**config.mk**
```make
export PLATFORM = sky130hd
export DESIGN_NAME = ddc_seq_ctrl
export DESIGN_NICKNAME = d
export VERILOG_FILES = /design/src/rtl/ddc_ctrl_pkg.sv /design/src/rtl/ddc_phase_gen.sv /design/src/rtl/ddc_seq_ctrl.sv
export SDC_FILE = /design/constraint.sdc
export NUM_CORES = 1
export LEC_CHECK = 0
export CORE_MARGIN = 2
export CORE_UTILIZATION = 60
export DETAILED_ROUTE_END_ITERATION = 12
export DONT_BUFFER_PORTS = 1
export GPL_TIMING_DRIVEN = 0
export PLACE_DENSITY = 0.76
export SYNTH_ARGS = -nofsm -noshare
export SYNTH_HDL_FRONTEND = slang
export SYNTH_SLANG_ARGS = --single-unit
```
**constraint.sdc**
```tcl
create_clock -name clk_fs -period 2.1 [get_ports clk_fs]
set_input_delay 0.21 -clock clk_fs [delete_from_list [all_inputs] [get_ports clk_fs]]
set_output_delay 0.21 -clock clk_fs [all_outputs]
set_load 0.005 [all_outputs]
```
**src/rtl/ddc_ctrl_pkg.sv**
```systemverilog
// Shared types and constants for the down-converter sequencer.
//   state_t  : sequencer states (idle, filter settling, running)
//   PH_W     : width of the fs/4 frame phase counter
//   PH_FSO4  : phase value that marks the frame boundary / fs/4 strobe
//   settle_w : width needed to hold a settle count of 0..settle
package ddc_ctrl_pkg;

  typedef enum logic [1:0] {
    ST_IDLE   = 2'd0,
    ST_SETTLE = 2'd1,
    ST_RUN    = 2'd2
  } state_t;

  localparam int              PH_W    = 2;
  localparam logic [PH_W-1:0] PH_FSO4 = 2'd3;

  function automatic int settle_w(input int settle);
    return $clog2(settle + 1);
  endfunction

endpackage

```
**src/rtl/ddc_phase_gen.sv**
```systemverilog
// Frame phase counter and stage-enable decode.
//   clk_fs, rstb : clock, async active-low reset
//   clr          : force phase to 0 (sequencer idle)
//   run          : advance phase each cycle (sequencer active)
//   phase        : current position within the 4-sample frame
//   en_fs        : sample-rate enable (every active cycle)
//   en_fso2      : fs/2 enable (odd phases)
//   en_fso4      : fs/4 enable (frame boundary)
module ddc_phase_gen
  import ddc_ctrl_pkg::*;
(
  input  logic            clk_fs,
  input  logic            rstb,
  input  logic            clr,
  input  logic            run,
  output logic [PH_W-1:0] phase,
  output logic            en_fs,
  output logic            en_fso2,
  output logic            en_fso4
);

  always_ff @(posedge clk_fs or negedge rstb) begin
    if (!rstb)    phase <= '0;
    else if (clr) phase <= '0;
    else if (run) phase <= phase + PH_W'(1);
  end

  // Decode from the registered phase only; gated by run so all enables
  // are low while the chain is parked.
  assign en_fs   = run;
  assign en_fso2 = run && phase[0];
  assign en_fso4 = run && (phase == PH_FSO4);

endmodule

```
**src/rtl/ddc_seq_ctrl.sv**
```systemverilog
// Sequencer for the mixer + two-stage FIR/decimate-by-2 down-converter.
//   clk_fs, rstb        : sampling clock, async active-low reset
//   start, stop         : begin operation / halt at next frame boundary
//   cfg_valid, cfg_wif  : retune request (valid/ready) and requested word
//   cfg_ready           : retune accepted this cycle when cfg_valid is high
//   wif                 : applied mixer tuning word
//   en_fs/en_fso2/en_fso4 : sample, fs/2 and fs/4 stage enables
//   flush               : one-cycle filter clear after start or retune
//   out_valid           : decimated I/Q output valid (post-settle strobes)
//   busy                : sequencer not idle
// Every output is a register or a decode of registers only.
module ddc_seq_ctrl
  import ddc_ctrl_pkg::*;
#(
  parameter int             ABW     = 10,
  parameter int             SETTLE  = 8,
  parameter logic [ABW-1:0] WIF_RST = '0
) (
  input  logic           clk_fs,
  input  logic           rstb,
  input  logic           start,
  input  logic           stop,
  input  logic           cfg_valid,
  input  logic [ABW-1:0] cfg_wif,
  output logic           cfg_ready,
  output logic [ABW-1:0] wif,
  output logic           en_fs,
  output logic           en_fso2,
  output logic           en_fso4,
  output logic           flush,
  output logic           out_valid,
  output logic           busy
);

  localparam int SCW = settle_w(SETTLE);

  state_t          state;
  logic            stop_pend;
  logic [SCW-1:0]  settle_cnt;
  logic [PH_W-1:0] phase;
  logic            idle;
  logic            boundary;
  logic            cfg_hs;

  assign idle     = (state == ST_IDLE);
  assign boundary = !idle && (phase == PH_FSO4);
  assign cfg_hs   = cfg_valid && cfg_ready;

  ddc_phase_gen u_phase (
    .clk_fs  (clk_fs),
    .rstb    (rstb),
    .clr     (idle),
    .run     (!idle),
    .phase   (phase),
    .en_fs   (en_fs),
    .en_fso2 (en_fso2),
    .en_fso4 (en_fso4)
  );

  // Retunes are only taken at a running frame boundary (or while idle),
  // and never once a stop is pending, so a retune cannot restart settling
  // on a chain that is about to halt.
  assign cfg_ready = !stop_pend && (idle || ((state == ST_RUN) && boundary));
  assign out_valid = en_fso4 && (state == ST_RUN);
  assign busy      = !idle;

  always_ff @(posedge clk_fs or negedge rstb) begin
    if (!rstb) begin
      state      <= ST_IDLE;
      stop_pend  <= 1'b0;
      settle_cnt <= '0;
      flush      <= 1'b0;
      wif        <= WIF_RST;
    end else begin
      flush <= 1'b0;
      if (cfg_hs) wif <= cfg_wif;

      case (state)
        ST_IDLE: begin
          // start together with stop is treated as a cancelled start
          if (start && !stop) begin
            state      <= ST_SETTLE;
            settle_cnt <= SCW'(SETTLE);
            flush      <= 1'b1;
          end
        end

        ST_SETTLE, ST_RUN: begin
          if (boundary && (stop || stop_pend)) begin
            // Stop wins over a same-boundary retune: wif still updates
            // above, but no flush and no re-settle.
            state     <= ST_IDLE;
            stop_pend <= 1'b0;
          end else begin
            if (stop) stop_pend <= 1'b1;
            if (boundary) begin
              if (state == ST_RUN) begin
                if (cfg_hs) begin
                  state      <= ST_SETTLE;
                  settle_cnt <= SCW'(SETTLE);
                  flush      <= 1'b1;
                end
              end else if (settle_cnt == SCW'(1)) begin
                state <= ST_RUN;
              end else begin
                settle_cnt <= settle_cnt - SCW'(1);
              end
            end
          end
        end

        default: state <= ST_IDLE;
      endcase
    end
  end

endmodule

```
==> impl_results.md <==
- Outcome: complete, no violations
- Critical R2R Launch: state[0]$_DFFE_PN0P_
- Vias in the first global route: 695
- Final Hold Fails: 0
- Synth Warn #: 0
- Leak: 0.5100 nW
- Worst setup EP type: flop
- CTS tree: yes
- Dpl hpwl: 1.420 mm
- # rows: 15
- Final Skew: 12.44 ps
- Critical path data arrival time: 2170 ps
- Residual DRC: 0
- Die outline area: 2187 um2
- Global-route wire length before repair: 2.967 mm
- Syn nets: 111
- Sequential fraction of the synthesis area: 45.61%
- Area growth from synthesis to layout: 10.26%
- Reg-to-reg slack, setup: 120 ps
- Max transition margin: 42.21%
- Tmin final: 1985 ps
- Initial Util: 63.55%
- Mapped Area: 1097 um2
- Area leader, netlist: dfrtp_1
- Yosys reg bits: 20
- Sequential share of power: 33.5%
- Largest net degree at the start of global routing: 21
- DP Area: 1129 um2
- Cell Pwr Density: 1745 nW/um2
- Core area: 1727 um2
- Mapped Cells: 90
- Slew @ Worst Pin: 864.0 ps
- Final setup violating endpoints: 0
- Sw Pwr: 0.7954 mW
- First-pass iteration count of the detailed router: 4
- Peak VDD IR: 0.0009548 V
- Syn_area_per_cell: 12.19 um2
- Clock Path Buffers: 2
- Gate power share: 52.0%
- Drt initial violations: 6
- Gr ovfl total: 0
- Vias/cell: 5.645
- Die height: 46.77 um
- Clock Latency Late Sink: 300 ps
- CP Class: flop to flop
- Fin crit share: 94.51%
- Commonest non-fill, non-tap cell in the layout: dfrtp_1
- Antenna violations before repair: 0
- Clk pwr share: 14.5%
- Fmax: 0.5039 GHz
- Setup ws final: 115.3 ps
- Htree depth: 1
- GRT Overall Usage: 19.89%
- Via count: 683
- Synth top area share: 45.61%
- Hold path start: cfg_wif[0]
- RSZ-0062 raised after global routing: false
- Commonest non-fill, non-tap cells in the layout: 20 x dfrtp_1, 10 x mux2_2, 7 x nor2_1
- CTS clk-pin slew, worst paths: 110 ps
- Internal power: 1.316 mW
- Io pins: 32
- Fillers: 131
- Post-Route WL: 1.806 mm
- Die Width: 46.77 um
- Antenna cells: 0
- Max Cap Viol: 0
- Fin Setup TNS: 0 ps
- Nets: 118
- CTS root buf: clkbuf_4
- RD Place Congestion: 0.7322
- CTS Sinks: 20
- Sw frac: 37.67%
- CP Launch Point: state[0]$_DFFE_PN0P_
- Synth top area cells: dfrtp_1 46%, mux2_2 10%, ha_1 6.8%
- Hold WC Path Type: input port to flop
- Hold WS: 48.56 ps
- DRT antenna net count: 0
- Setup WS pre-CTS: 76.93 ps
- Post-route cell area: 1210 um2
- Worst path required time: 2280 ps
- I/O Buffers: 0
- Unique cell type count in the Yosys netlist: 36
- Slew Viols, Final: 0
- Max FO, Critical Path: 9
- TritonCTS Buffers: 3
- WL per Instance: 14.93 um
- Crit start category: flop
- Layout cells sized above 1: 33.33%
layer usage:
layer  vias to the layer above  part of all wire [%]  global-route usage, %
li1                        329                     -                      -
met1                       334                    40                  20.88
met2                        18                    55                  36.99
met3                         2                   4.3                  7.308
met4                         0                  0.78                  5.556
met5                         -                     0                      0
kinds of logic (layout without fill, tap and decap cells):
logic type                 Yosys count  count (layout)  synth area share, %
adders and majority gates            6               6                6.841
muxes                               13              13                13.91
DFF                                 20              20                45.61
AOI/OAI and AO/OA                   18              18                16.31
and+or+nand+nor                     24              24                12.54
buffers and inverters                9              15                4.789
path summary, 6_finish.rpt:
check	endpoint	cells past startpoint
setup / recovery	settle_cnt[1]$_DFFE_PN0P_	8
hold / removal	wif[0]$_DFFE_PN0P_	1
setup reg to reg	settle_cnt[1]$_DFFE_PN0P_	8
hold reg to reg	u_phase.phase[0]$_DFF_PN0_	1
max in group asynchronous	settle_cnt[0]$_DFFE_PN0P_	1
min in group asynchronous	state[0]$_DFFE_PN0P_	1
critical path, stage by stage (launching register included):
cell      delay, ps
dfrtp_1         420
inv_1            90
ha_2            170
buf_6           140
nor2b_4          50
buf_6           130
a221oi_4        370
o31a_4          200
mux2_4          290
power groups by stage:
| stage | combinational (mW) | sequential [mW] | clock, mW |
|---|---|---|---|
| floorplan | 0.890 | 0.684 | 0 |
| global placement | 1.00 | 0.710 | 0 |
| detailed placement | 1.03 | 0.720 | 0 |
| CTS | 1.05 | 0.711 | 0.315 |
| global route | 1.21 | 0.739 | 0.334 |
| finish | 1.10 | 0.708 | 0.306 |
cell type report:
| type | instances | area [um2] | share of cell area [%] |
|---|---|---|---|
| multi-input cells | 61 | 555.5 | 45.92 |
| flip-flops and latches | 20 | 500.5 | 41.37 |
| well taps | 25 | 31.28 | 2.585 |
| clock inverters | 1 | 30.03 | 2.482 |
| plain buffers | 3 | 30.03 | 2.482 |
| clock buffers | 3 | 22.52 | 1.861 |
| inverters | 6 | 22.52 | 1.861 |
| repair buffers | 2 | 17.52 | 1.448 |
timing repair:
action | CTS | global route
gates resized for setup | 0 | 3
endpoints found under the setup margin | 0 | 2
hold endpoints to repair | 20 | 0
buffers inserted | 0 | 1
hold buffers | 1 | 0
cell usage after synthesis, drive strengths merged:
cell type  count
a221oi         1
nand4          1
o21ai          2
a211o          1
o22ai          1
o211ai         1
nand3          1
a211oi         1
a2bb2oi        1
buf            3
o31a           1
ha             6
nand2b         3
dfrtp         20
a41oi          1
mux2i          1
nor2b          3
or3            1
and2b          1
mux2          12
nand2          1
nor3           2
nor2           8
o22a           1
or2            2
o21a           1
a21oi          5
inv            6
and2           1
a2111oi        1
through the flow:
step	total power [mW]	std cells	utilization, %
final	2.112	121	70.07
after global routing	2.284	121	70.07
after CTS	2.073	120	68.99
after detailed placement	1.753	115	65.36
after global placement	1.709	115	65.36
after floorplan	1.574	90	-
state kept, by name (all words and copies together) (netlist names):
signal         count
wif               10
settle_cnt         4
state              2
u_phase.phase      2
flush              1
stop_pend          1
Note: power is estimated with default switching activity, not from simulation.
